--- src/rtl/uart_tx.sv ---
// UART transmitter fed by a first-word-fall-through FIFO: one tx_fifo_rd pulse per frame; tx/tx_busy are registered.
// Define UART_TX_PARITY_EN to insert an even-parity bit between the last data bit and the stop bit.
module uart_tx #(
  parameter int DBIT    = 8,
  parameter int SB_TICK = 16,
  parameter int OS_TICK = 16
) (
  input  logic            clk,
  input  logic            reset,
  input  logic            tx_start,
  input  logic            s_tick,
  input  logic [DBIT-1:0] tx_din,
  output logic            tx_fifo_rd,
  output logic            tx_busy,
  output logic            tx
);

  localparam int TMAX = (OS_TICK > SB_TICK) ? OS_TICK : SB_TICK;
  localparam int TW   = $clog2(TMAX + 1);
  localparam int BW   = $clog2(DBIT + 1);

  localparam logic [TW-1:0] OS_LAST  = TW'(OS_TICK - 1);
  localparam logic [TW-1:0] SB_LAST  = TW'(SB_TICK - 1);
  localparam logic [BW-1:0] BIT_LAST = BW'(DBIT - 1);

  typedef enum logic [2:0] {
    S_IDLE,
    S_START,
    S_DATA,
    S_STOP
`ifdef UART_TX_PARITY_EN
    , S_PARITY
`endif
  } state_t;

  state_t          r_state;
  logic [TW-1:0]   r_tick;
  logic [BW-1:0]   r_bit;
  logic [DBIT-1:0] r_shift;
  logic            r_tx;
  logic            r_busy;
  logic            r_rd;
`ifdef UART_TX_PARITY_EN
  logic            r_par;
`endif

  logic            w_os_done;
  logic            w_sb_done;
  logic [TW-1:0]   w_tick_inc;

  assign w_os_done  = s_tick && (r_tick == OS_LAST);
  assign w_sb_done  = s_tick && (r_tick == SB_LAST);
  assign w_tick_inc = r_tick + TW'(1);

  // r_tx is loaded one cycle ahead with the level of the state being entered,
  // so the line toggles exactly at state boundaries and never glitches.
  always_ff @(posedge clk) begin
    if (!reset) begin
      r_state <= S_IDLE;
      r_tick  <= '0;
      r_bit   <= '0;
      r_shift <= '0;
      r_tx    <= 1'b1;
      r_busy  <= 1'b0;
      r_rd    <= 1'b0;
`ifdef UART_TX_PARITY_EN
      r_par   <= 1'b0;
`endif
    end else begin
      r_rd <= 1'b0;
      case (r_state)
        S_IDLE: begin
          if (tx_start) begin
            r_shift <= tx_din;
            r_tick  <= '0;
            r_bit   <= '0;
            r_rd    <= 1'b1;
            r_busy  <= 1'b1;
            r_tx    <= 1'b0;
`ifdef UART_TX_PARITY_EN
            r_par   <= ^tx_din;
`endif
            r_state <= S_START;
          end
        end
        S_START: begin
          if (w_os_done) begin
            r_tick  <= '0;
            r_tx    <= r_shift[0];
            r_state <= S_DATA;
          end else if (s_tick) begin
            r_tick <= w_tick_inc;
          end
        end
        S_DATA: begin
          if (w_os_done) begin
            r_tick  <= '0;
            r_shift <= r_shift >> 1;
            if (r_bit == BIT_LAST) begin
`ifdef UART_TX_PARITY_EN
              r_tx    <= r_par;
              r_state <= S_PARITY;
`else
              r_tx    <= 1'b1;
              r_state <= S_STOP;
`endif
            end else begin
              r_bit <= r_bit + BW'(1);
              r_tx  <= r_shift[1];
            end
          end else if (s_tick) begin
            r_tick <= w_tick_inc;
          end
        end
`ifdef UART_TX_PARITY_EN
        S_PARITY: begin
          if (w_os_done) begin
            r_tick  <= '0;
            r_tx    <= 1'b1;
            r_state <= S_STOP;
          end else if (s_tick) begin
            r_tick <= w_tick_inc;
          end
        end
`endif
        S_STOP: begin
          if (w_sb_done) begin
            r_tick  <= '0;
            r_busy  <= 1'b0;
            r_tx    <= 1'b1;
            r_state <= S_IDLE;
          end else if (s_tick) begin
            r_tick <= w_tick_inc;
          end
        end
        default: begin
          r_tx    <= 1'b1;
          r_busy  <= 1'b0;
          r_state <= S_IDLE;
        end
      endcase
    end
  end

  assign tx_fifo_rd = r_rd;
  assign tx_busy    = r_busy;
  assign tx         = r_tx;

endmodule

--- config.mk ---
export PLATFORM = sky130hd
export DESIGN_NAME = uart_tx
export DESIGN_NICKNAME = d
export VERILOG_FILES = /design/src/rtl/uart_tx.sv
export SDC_FILE = /design/constraint.sdc
export NUM_CORES = 1
export LEC_CHECK = 0
export ABC_AREA = 1
export BUFFER_PORTS_ARGS = -buffer_cell sky130_fd_sc_hd__clkbuf_2
export CAP_MARGIN = 15
export CELL_PAD_IN_SITES_DETAIL_PLACEMENT = 0
export CELL_PAD_IN_SITES_GLOBAL_PLACEMENT = 1
export CORE_AREA = 2 2 68 70
export DETAILED_ROUTE_END_ITERATION = 12
export DIE_AREA = 0 0 70 72
export PLACE_DENSITY_LB_ADDON = 0.1
export SLEW_MARGIN = 5
export SYNTH_ARGS = -nofsm -noshare
export SYNTH_HDL_FRONTEND = slang
export SYNTH_SLANG_ARGS = --single-unit
--- constraint.sdc ---
create_clock -name clk -period 4 [get_ports clk]
set_clock_uncertainty 0.15 [all_clocks]
set_input_delay 0.2 -clock clk [delete_from_list [all_inputs] [get_ports clk]]
set_output_delay 0.2 -clock clk [all_outputs]
set_load 0.05 [all_outputs]
* Yosys cells after proc, flatten, opt, wreduce, memory -nomap -nowiden
Cells that the tools add are included.
** Word-level totals
- Bits in registers :: 23
- Input port bits :: 12
- Output and inout bits :: 3
- Word-level logic and storage cells :: 62
** Operators by class
- $add $sub $neg :: 2
- Eq/ne operators :: 12
- Mux-type cells :: 27
- Bitwise logic cells :: 1
- Reduce and logical (&&, ||, !) cells :: 13
** Operators by type and width (count)
- $mux W8 :: 2
- $pmux W8 S2 :: 1
- $mux W3 :: 5
- $mux W5 :: 3
- $mux W4 :: 3
- $ne A2 B2 Y1 const B :: 6
- $pmux W3 S4 :: 1
- $pmux W5 S2 :: 1
- $reduce_and A3 Y1 :: 3
- $mux W1 :: 8
- $pmux W4 S2 :: 1
- $reduce_and A4 Y1 :: 2
- $eq A3 B2 Y1 const B :: 2
- $add A5 B1 Y5 const B :: 1
- $eq A5 B4 Y1 const B :: 1
- $reduce_and A5 Y1 :: 1
- $add A4 B1 Y4 const B :: 1
- $eq A4 B3 Y1 const B :: 1
- $pmux W1 S4 :: 1
- $reduce_bool A2 Y1 :: 2
- $eq A3 B1 Y1 const B :: 1
- $logic_not A3 Y1 :: 1
- $ne A3 B1 Y1 const B :: 1
- $pmux W1 S3 :: 1
- 5 further kinds :: 5

* Logic depth before layout (Yosys ltp)
- Depth in word-level cells :: 4
- Gate-level depth with buffers :: 10
- Mapped depth without buffers :: 10

* Worst setup path after synthesis
No wires, ideal clock.
- Path kind :: register to register
- From :: reg r_state[0]
- To :: reg r_bit[0]
- Arrival :: 1.382 ns
- Required time :: 3.734 ns
- Path slack :: 2.353 ns
- Stages on the path, launching flop included :: 8
- Path buffers :: 1
- Period minus slack after synthesis :: 1.647 ns
- Path through :: dfxtp_1 inv_1 ha_1 buf_4 o21ai_1 nand2_1 nor2_1 nor2_1
** On the way
- Word-level cells in the longest chain between the ends :: 3
** Ends and longest elaborated chain
- from (decl) :: line 36 : state_t r_state;
- from (signal assigned) :: line 59 : r_state <= S_IDLE;
- from (signal assigned) :: line 83 : r_state <= S_START;
- from (signal assigned) :: line 90 : r_state <= S_DATA;
- $eq A3 B2 Y1 / $logic_not A3 Y1 (equally long branches) :: line 71 : case (r_state)
- $ne A2 B2 Y1 (no line) / $reduce_bool A2 Y1 (equally long branches)
- $reduce_and A4 Y1 (no line)
- to (signal assigned) :: line 108 : r_bit <= r_bit + BW'(1);
- to (decl) :: line 38 : logic [BW-1:0] r_bit;
Several ways; a longest one is shown, not always the timed one.
A chain may end at the register's enable or synchronous reset.

* Worst setup path in the final report
Ends and elaborated chain as after synthesis.

==> flow_summary.ini <==
[run_status]
outcome = finished, final reports clean

[sta]
maxSlewViolCount = 0
final_hold_viol_count = 0
rsz0062_at_grt = false
tns_ns = 0
finalCritPeriodShare_pct = 54.0
maxSlewHeadroom_pct = 50.4
clock.fmax_mhz = 463
tightest_slew_ns = 0.744
layout_min_cycle_time_ns = 2.16
finalSetupViolCount = 0

[synth]
yosys-top-cells-count = 43 x nand2_1, 25 x nor2_1, 22 x dfxtp_1, 15 x inv_1
synth_top_area_share_pct = 35.3
synth_edf_count = 0
synth_cells = 173
synth_most_common_cell = nand2_1
syn_nets = 193
yosysSeqAreaShare_pct = 35.3
synth_cell_types = 27
ys_ff_latch = 22
avgSynthCellArea_um2 = 7.21
synth_ff_type = dfxtp_1
synth_warnings = 0
synthArstFlopShare_pct = 0
syn_area_um2 = 1250
synth_area_leader_cell = dfxtp_1
synth_area_leaders = dfxtp_1 35%, nand2_1 13%, ha_1 8.0%, nor2_1 7.5%, inv_1 4.5%

[detailed_routing]
drc = 0
drtIter0Drc = 52
drtAntennaViolNets = 0
drtPass1Iterations = 4
vias_per_cell = 4.44
routed-via-count = 1066
wl_per_cell_um = 11.3
routed_wl_um = 2720

[setup_path]
critPathLaunchType = flop
slowest_stage = ha_1
crit_path_cell_trace = inv_1, ha_1, nand2_1, o21ai_1, nand2_1, nor2_1, nor2_1
path_delay_family = adder cells
critPathBufInv = 1
rr_endpoint = r_bit[0]
rrSetupSlack_ns = 1.84
arrival_ns = 2.17
rr_startpoint = r_state[0]
critPathRequiredTime_ns = 4.01
slowest_delay_ns = 0.65
ff2ff_path_depth = 7
crit_path_end_kind = flop
cp_max_fo = 14
path_class = flop to flop

[power_and_ir_drop]
finalPower_uw = 912
combPwrFrac_pct = 48.4
vdd_ir_drop_max_uv = 200
leakage_nw = 0.658
clkPwrFrac_pct = 17.9
power.density_nw_per_um2 = 641
power.switching_uw = 412
cell_internal_pwr_uw = 500
pwr-share-seq_pct = 33.8
swShare_pct = 45.2

[finish]
antenna_cells = 0
final_nets = 209
final_core_util_pct = 33.4
areaGrowthSynthToFinish_pct = 14.0
n_fill_cell = 480
layout.cells.non_filler = 240
drive_above_1_share_pct = 18.6

[hold_path]
min_from = tx_start
min_path_type = input pin to flop
hold_depth = 3
min_to = tx_fifo_rd

[run]
drv_cap = 0

[floorplanning]
die_area_um2 = 5040
start_util_pct = 29.3
core_area_um2 = 4260
die-height_um = 72
die_x_um = 70
rows = 24
ioPinCount = 15

[clock_tree]
clk_pin_slew_ns = 0.08
cts_setup_buffers = 0
cts_tree = yes
cts_buffer_depth = 2
postCtsResizedCells = 0
clk_latency_ns = 0.26
holdBufCountCts = 0
cts_root_buffer = clkbuf_8
h-tree-depth = 1
cts_num_sinks = 22
cts_buffers = 3

[grt]
grt_max_degree = 15
grtUsageTotal_pct = 11.6
grt_overflow = 0
antenna_found_initial = 0
grt_pass1_wl_um = 4780
grt_pass1_vias = 1062

[placement]
dp.cells = 236
port_buffers = 14
dp.final_hpwl_um = 2040
gp_congestion = 0.780
## routing by layer
layer  share of wire (%)  vias to the layer above  track usage [%]  routed length (um)
met1                  53                      467             16.8                1450
li1                    -                      584                -                   -
met5                   0                        -                0                   0
met2                  43                       11             18.0                1180
met3                 2.3                        4             1.53                  63
met4                 1.1                        0             3.85                  30
## stage by stage
step / setup WS (ns) / hold WS (ns) / cell area [um2]
finish: 1.84 / 0.0405 / 1420
detailed placement: 1.84 / 0.309 / 1370
CTS: 1.82 / 0.0331 / 1420
floorplan: 2.35 / 0.196 / 1250
global route: 1.64 / 0.0492 / 1420
global placement: 1.94 / 0.301 / 1370
## area by class of cell
class | instances | area (um2) | share of cell area (%)
multi-input combinational | 131 | 728 | 51.2
sequential | 22 | 440 | 31.0
timing repair buffer | 14 | 70.1 | 4.93
tap | 52 | 65.1 | 4.57
inverter | 17 | 63.8 | 4.49
clock buffer | 4 | 55.1 | 3.87
## logic make-up after synthesis
| family | after synthesis | share of synthesized area (%) |
|---|---|---|
| AOI/OAI and AO/OA | 27 | 12.0 |
| and+or+nand+nor | 93 | 36.2 |
| adders and majority gates | 8 | 8.02 |
| buffers and inverters | 20 | 6.32 |
| xor gates and xnor gates | 3 | 2.11 |
| DFF | 22 | 35.3 |
## flip-flops by register name (all words and copies together) (netlist names)
| name | cells |
|---|---|
| r_state | 2 |
| r_bit | 4 |
| r_shift | 8 |
| tx | 1 |
| tx_fifo_rd | 1 |
| r_tick | 5 |
| tx_busy | 1 |
## power by group through the flow
| stage | clock, mW | combinational [mW] | sequential [mW] |
|---|---|---|---|
| finish | 0.163 | 0.441 | 0.308 |
| CTS | 0.171 | 0.448 | 0.307 |
| global placement | 0 | 0.445 | 0.313 |
| detailed placement | 0 | 0.447 | 0.312 |
| floorplan | 0 | 0.319 | 0.345 |
| global route | 0.177 | 0.503 | 0.314 |
## layout by cell type, fill, tap and decap left out, drive strengths merged
cell | synthesis | layout
a211oi | 1 | 1
a21oi | 12 | 12
a31oi | 1 | 1
clkbuf | 1 | 18
dfxtp | 22 | 22
ha | 8 | 8
inv | 17 | 17
nand2 | 48 | 48
nand3 | 8 | 8
nand4 | 4 | 4
nor2 | 30 | 30
nor3 | 1 | 1
o21ai | 13 | 13
or2 | 2 | 2
xor2 | 3 | 3
## worst min-delay path, delay by kind of cell
kind,cells,cell delay (ns)
buffers and inverters,1,0.10
AND/OR/NAND/NOR,2,0.12
## worst max-delay path by stage
stage / end / depth (start not counted) / slack, ns / startpoint
2_1_floorplan: r_bit[0] / 7 / 2.35 / r_state[0]
3_3_place_gp: r_bit[0] / 7 / 1.94 / r_state[0]
3_5_place_dp: r_bit[0] / 7 / 1.84 / r_state[0]
4_1_cts: r_bit[0] / 7 / 1.82 / r_state[0]
5_1_grt: r_bit[0] / 7 / 1.64 / r_state[0]
6_report: r_bit[0] / 7 / 1.84 / r_state[0]
Power figures use the tool's default switching activity.
